==> src/rtl/led_matrix_scan_driver.sv <==
// Column-scan LED matrix driver: double-buffered ROWS x COLS frame, one-hot column
// strobe at a fixed slot rate, leading blank cycles per slot, valid/ready frame load.
module led_matrix_scan_driver #(
    parameter int unsigned ROWS  = 7,
    parameter int unsigned COLS  = 5,
    parameter int unsigned DIV   = 50000,
    parameter int unsigned BLANK = 2
) (
    input  logic                     clk,
    input  logic                     reset,
    input  logic                     enable,
    input  logic                     load_valid,
    input  logic [ROWS*COLS-1:0]     load_data,
    output logic                     load_ready,
    output logic [COLS-1:0]          col_sel,
    output logic [$clog2(COLS)-1:0]  col_index,
    output logic [ROWS-1:0]          row_out,
    output logic                     frame_start
);

    localparam int unsigned CIW = $clog2(COLS);
    localparam int unsigned CW  = $clog2(DIV);
    localparam int unsigned FW  = ROWS * COLS;

    logic [FW-1:0]   active, shadow;
    logic            pending, running;
    logic [CW-1:0]   cnt;
    logic [CIW-1:0]  col;

    logic [FW-1:0]   active_n, shadow_n;
    logic            pending_n, running_n;
    logic [CW-1:0]   cnt_n;
    logic [CIW-1:0]  col_n;
    logic            frame_start_n;
    logic [COLS-1:0] col_sel_n;
    logic [ROWS-1:0] row_n;
    logic            tick, wrap, xfer, lit;

    // Next scan state; outputs are derived from the post-edge state so they
    // change on the same edge as the counters and buffers they reflect.
    always_comb begin
        active_n      = active;
        shadow_n      = shadow;
        pending_n     = pending;
        running_n     = running;
        cnt_n         = cnt;
        col_n         = col;
        frame_start_n = 1'b0;
        col_sel_n     = '0;
        row_n         = '0;

        tick = (cnt == CW'(DIV - 1));
        wrap = running && tick && (col == CIW'(COLS - 1));
        xfer = load_valid && load_ready;

        if (xfer) begin
            shadow_n  = load_data;
            pending_n = 1'b1;
        end

        if (!enable) begin
            // Display off: park the scan and flush any waiting frame.
            running_n = 1'b0;
            cnt_n     = '0;
            col_n     = '0;
            if (pending) begin
                active_n  = shadow;
                pending_n = 1'b0;
            end
        end else if (!running) begin
            // First enabled cycle: column 0, blank phase first.
            running_n     = 1'b1;
            cnt_n         = '0;
            col_n         = '0;
            frame_start_n = 1'b1;
        end else begin
            cnt_n = tick ? '0 : cnt + 1'b1;
            if (tick) begin
                col_n = (col == CIW'(COLS - 1)) ? '0 : col + 1'b1;
            end
            frame_start_n = wrap;
            // Swap only at the frame boundary so a frame is never torn.
            if (wrap && pending) begin
                active_n  = shadow;
                pending_n = 1'b0;
            end
        end

        lit = (BLANK == 0) || (cnt_n >= CW'(BLANK));
        for (int c = 0; c < COLS; c++) begin
            if (col_n == CIW'(c)) begin
                col_sel_n[c] = enable;
                if (enable && lit) begin
                    row_n = active_n[c*ROWS +: ROWS];
                end
            end
        end
    end

    // State and registered outputs.
    always_ff @(posedge clk or posedge reset) begin
        if (reset) begin
            active      <= '0;
            shadow      <= '0;
            pending     <= 1'b0;
            running     <= 1'b0;
            cnt         <= '0;
            col         <= '0;
            load_ready  <= 1'b1;
            col_sel     <= '0;
            col_index   <= '0;
            row_out     <= '0;
            frame_start <= 1'b0;
        end else begin
            active      <= active_n;
            shadow      <= shadow_n;
            pending     <= pending_n;
            running     <= running_n;
            cnt         <= cnt_n;
            col         <= col_n;
            load_ready  <= !pending_n;
            col_sel     <= col_sel_n;
            col_index   <= col_n;
            row_out     <= row_n;
            frame_start <= frame_start_n;
        end
    end

endmodule

==> config.mk <==
export PLATFORM = sky130hd
export DESIGN_NAME = led_matrix_scan_driver
export DESIGN_NICKNAME = d
export VERILOG_FILES = /design/src/rtl/led_matrix_scan_driver.sv
export SDC_FILE = /design/constraint.sdc
export NUM_CORES = 1
export LEC_CHECK = 0
export BUFFER_PORTS_ARGS = -buffer_cell sky130_fd_sc_hd__buf_2
export CAP_MARGIN = 10
export CORE_MARGIN = 10
export CORE_UTILIZATION = 25
export CTS_CLUSTER_DIAMETER = 80
export DETAILED_ROUTE_END_ITERATION = 10
export GPL_ROUTABILITY_DRIVEN = 0
export GPL_TIMING_DRIVEN = 0
export SLEW_MARGIN = 20
export SYNTH_ARGS = -nofsm -noshare
export SYNTH_HDL_FRONTEND = slang
export SYNTH_SLANG_ARGS = --single-unit
==> constraint.sdc <==
create_clock -name clk -period 3.8 [get_ports clk]
set_input_delay 0.57 -clock clk [delete_from_list [all_inputs] [get_ports clk]]
set_output_delay 0.57 -clock clk [all_outputs]
set_load 0.01 [all_outputs]
==> flow_summary.yaml <==
cells_and_area:
  finish.net_count: 538
  area_growth_pct: 19.6
  n_antenna_cell: 0
  fillers: 1913
  design_area_sq_um: 5680
  multiInputGateArea_sq_um: 1970
  seq_area_sq_um: 2630
  drive_gt1_frac: 0.273
pwr:
  clkPwrFrac: 0.336
  p_per_area_nw_per_um2: 536
  total_power_mw: 3.04
  swShare: 0.265
  p_switching_uw: 806
  power_frac_comb: 0.169
  power_frac_seq: 0.495
  leakage_nw: 2.66
  power.internal_mw: 2.24
  ir_drop_mv: 0.207
clock_tree:
  cts_resized: 0
  cts_root_buf: "clkbuf_16"
  clk_pin_slew_worst_paths_ns: 0.07
  post_cts_buffers: 0
  cts_tree: "built"
  cts_hold_buf: 0
  clkLatencyLatePin_ns: 0.35
  clk_path_buf_depth: 2
  cts_num_sinks: 105
  htreeDepth: 3
  numCtsBuffers: 9
place:
  dpl_cell_area_sq_um: 5350
  dp.final_hpwl_um: 8880
  portBuffers: 55
  pre_cts_slack_ns: 0.461
timing:
  holdWs_ns: 0.230
  finalHoldViolCount: 0
  max_freq_ghz: 0.298
  rsz0062_at_grt: "false"
  slew_headroom: 0.522
  layout_setup_ws_ns: 0.447
  worstMarginPinSlew_ns: 0.717
  fin_crit_ns: 3.35
  fin_skew_ns: 0.00920
  setup_violations: 0
  maxSlewViolCount: 0
  min_period_over_period: 0.882
  fin_setup_tns_ns: 0
worst_hold_path:
  hp-class: "primary input to asynchronous set/reset pin"
floorplanning:
  die_h_um: 158
  rows: 50
  num_io_pins: 56
  die_w_um: 158
  die_area_sq_um: 24900
  start_util: 0.254
  fp.coreArea_sq_um: 18700
detailed_routing:
  wl_met2_um: 5590
  topRoutingLayerUsed: "met4"
  routed_wl_um: 11900
  drcViolationCount: 0
  dr.pass1.iters: 4
  vias: 3382
  vias_per_cell: 4.60
  wl_per_cell_um: 16.2
  ant_nets: 0
  drtIter0Drc: 217
  wl_met3_um: 565
  drt-met1-wl_um: 5450
synthesis:
  synth_edf_count: 0
  ys_types: 43
  ys_top_cells_by_area: "dfrtp_1 (55%), mux2_2 (9.5%), nand2_1 (5.5%)"
  ys_seq_elements: 105
  synth_fp_nets: 471
  syn_avg_cell_area_sq_um: 11.1
  synth_top_area_cell: "dfrtp_1"
  synth-main-ff-cell: "dfrtp_1"
  synth_cells: 429
  yosysWarnings: 0
  syn_area_sq_um: 4750
  synth_top_area_share: 0.548
  ys_seq_area_frac: 0.554
  ys_async_sr_fraction: 1.00
global_routing:
  overflow: 0
  antenna_found_initial: 0
  track_usage: 0.0991
  grt_pass1_vias: 3581
  grt_first_pass_wirelength_um: 19200
  grt_start_max_net_pins: 64
setup_path:
  worst_ep_arrival_time_ns: 3.55
  worst_setup_path_end_kind: "register"
  worstPathRequired_ns: 4.00
  critPathMaxFanout: 10
  critPathKind: "register to register"
  critPathLaunchType: "register"
run:
  cap_viol_max_count: 0
outcome:
  status: "completed"
==> sequential cells by signal, summed over array words and instances, names as in the netlist <==
signal and cells:
load_ready 1, running 1, col 3, cnt 16, pending 1, row_out 7
col_sel 5, active 35, shadow 35, frame_start 1
==> cell families (layout without fill, tap and decap cells) <==
| group | Yosys count | count (layout) | share of synthesized area |
|---|---|---|---|
| xor+xnor | 17 | 17 | 0.0314 |
| flops | 105 | 105 | 0.554 |
| fa+ha+maj | 3 | 3 | 0.00791 |
| mux | 47 | 47 | 0.111 |
| simple gates | 161 | 161 | 0.162 |
| compound gates | 62 | 62 | 0.103 |
| buf+inv | 34 | 106 | 0.0314 |
==> final cells by class <==
cell class | count | area share
Clock inverter | 5 | 0.0154
Multi-Input combinational cell | 290 | 0.347
Buffer | 25 | 0.0203
Sequential cell | 105 | 0.463
Inverter | 9 | 0.00683
Timing Repair Buffer | 56 | 0.0533
Clock buffer | 11 | 0.0427
Tap cell | 234 | 0.0516
==> power by group through the flow <==
| stage | clock network [mW] | logic [mW] | registers (mW) |
|---|---|---|---|
| floorplan | 0 | 0.392 | 1.48 |
| global placement | 0 | 0.497 | 1.51 |
| detailed placement | 0 | 0.519 | 1.52 |
| CTS | 1.05 | 0.523 | 1.50 |
| global route | 1.10 | 0.580 | 1.54 |
| finish | 1.02 | 0.514 | 1.50 |
==> per-stage QoR <==
step	std cells	util
6_report	735	0.304
5_1_grt	735	0.304
4_1_cts	735	0.304
3_5_place_dp	719	0.286
3_3_place_gp	718	0.284
2_1_floorplan	429	-
==> synth_stat cells, types with 8 or more instances <==
master and count:
dfrtp_1 104, nand2_1 70, mux2_2 40, nor2_1 30, and3_1 16, clkbuf_1 14
a211oi_1 13, xnor2_1 12, a311o_1 9, inv_1 9, nand3_1 9, a21o_1 8
a31oi_1 8, buf_2 8
==> critical path, stage by stage (launching register included) <==
cell,delay [ns]
dfrtp_1,0.42
ha_1,0.30
and4_1,0.25
nand4_1,0.16
o21ai_1,0.52
and2_1,0.20
buf_2,0.25
buf_2,0.28
nand2_1,0.10
a311o_1,0.29
a211oi_1,0.44
==> metal layers <==
layer / up-vias / track usage
li1: 1631 / -
met1: 1638 / 0.123
met2: 96 / 0.158
met3: 17 / 0.0231
met4: 0 / 0.0494
met5: - / 0
==> cells in the final DEF, fill, tap and decap left out, types with 6 or more instances in the layout <==
cell type	n
dfrtp_1	104
nand2_1	70
buf_2	63
mux2_2	40
nor2_1	30
and3_1	16
clkbuf_1	15
a211oi_1	13
xnor2_1	12
nand3_1	9
a311o_1	9
clkbuf_16	9
inv_1	8
a21o_1	8
a31oi_1	8
nor3_1	7
or2_2	7
mux2i_1	6
nand2b_1	6
==> worst paths after layout <==
check	cells past startpoint	from	slack, ns	endpoint
setup / recovery	10	cnt[0]	0.45	row_out[5]
hold / removal	2	reset	0.23	shadow[19]
setup reg to reg	10	cnt[0]	0.45	row_out[5]
hold reg to reg	2	active[2]	0.47	active[2]
max in group asynchronous	3	reset	2.88	load_ready
min in group clk	1	enable	0.41	running
Power figures use the tool's default switching activity.
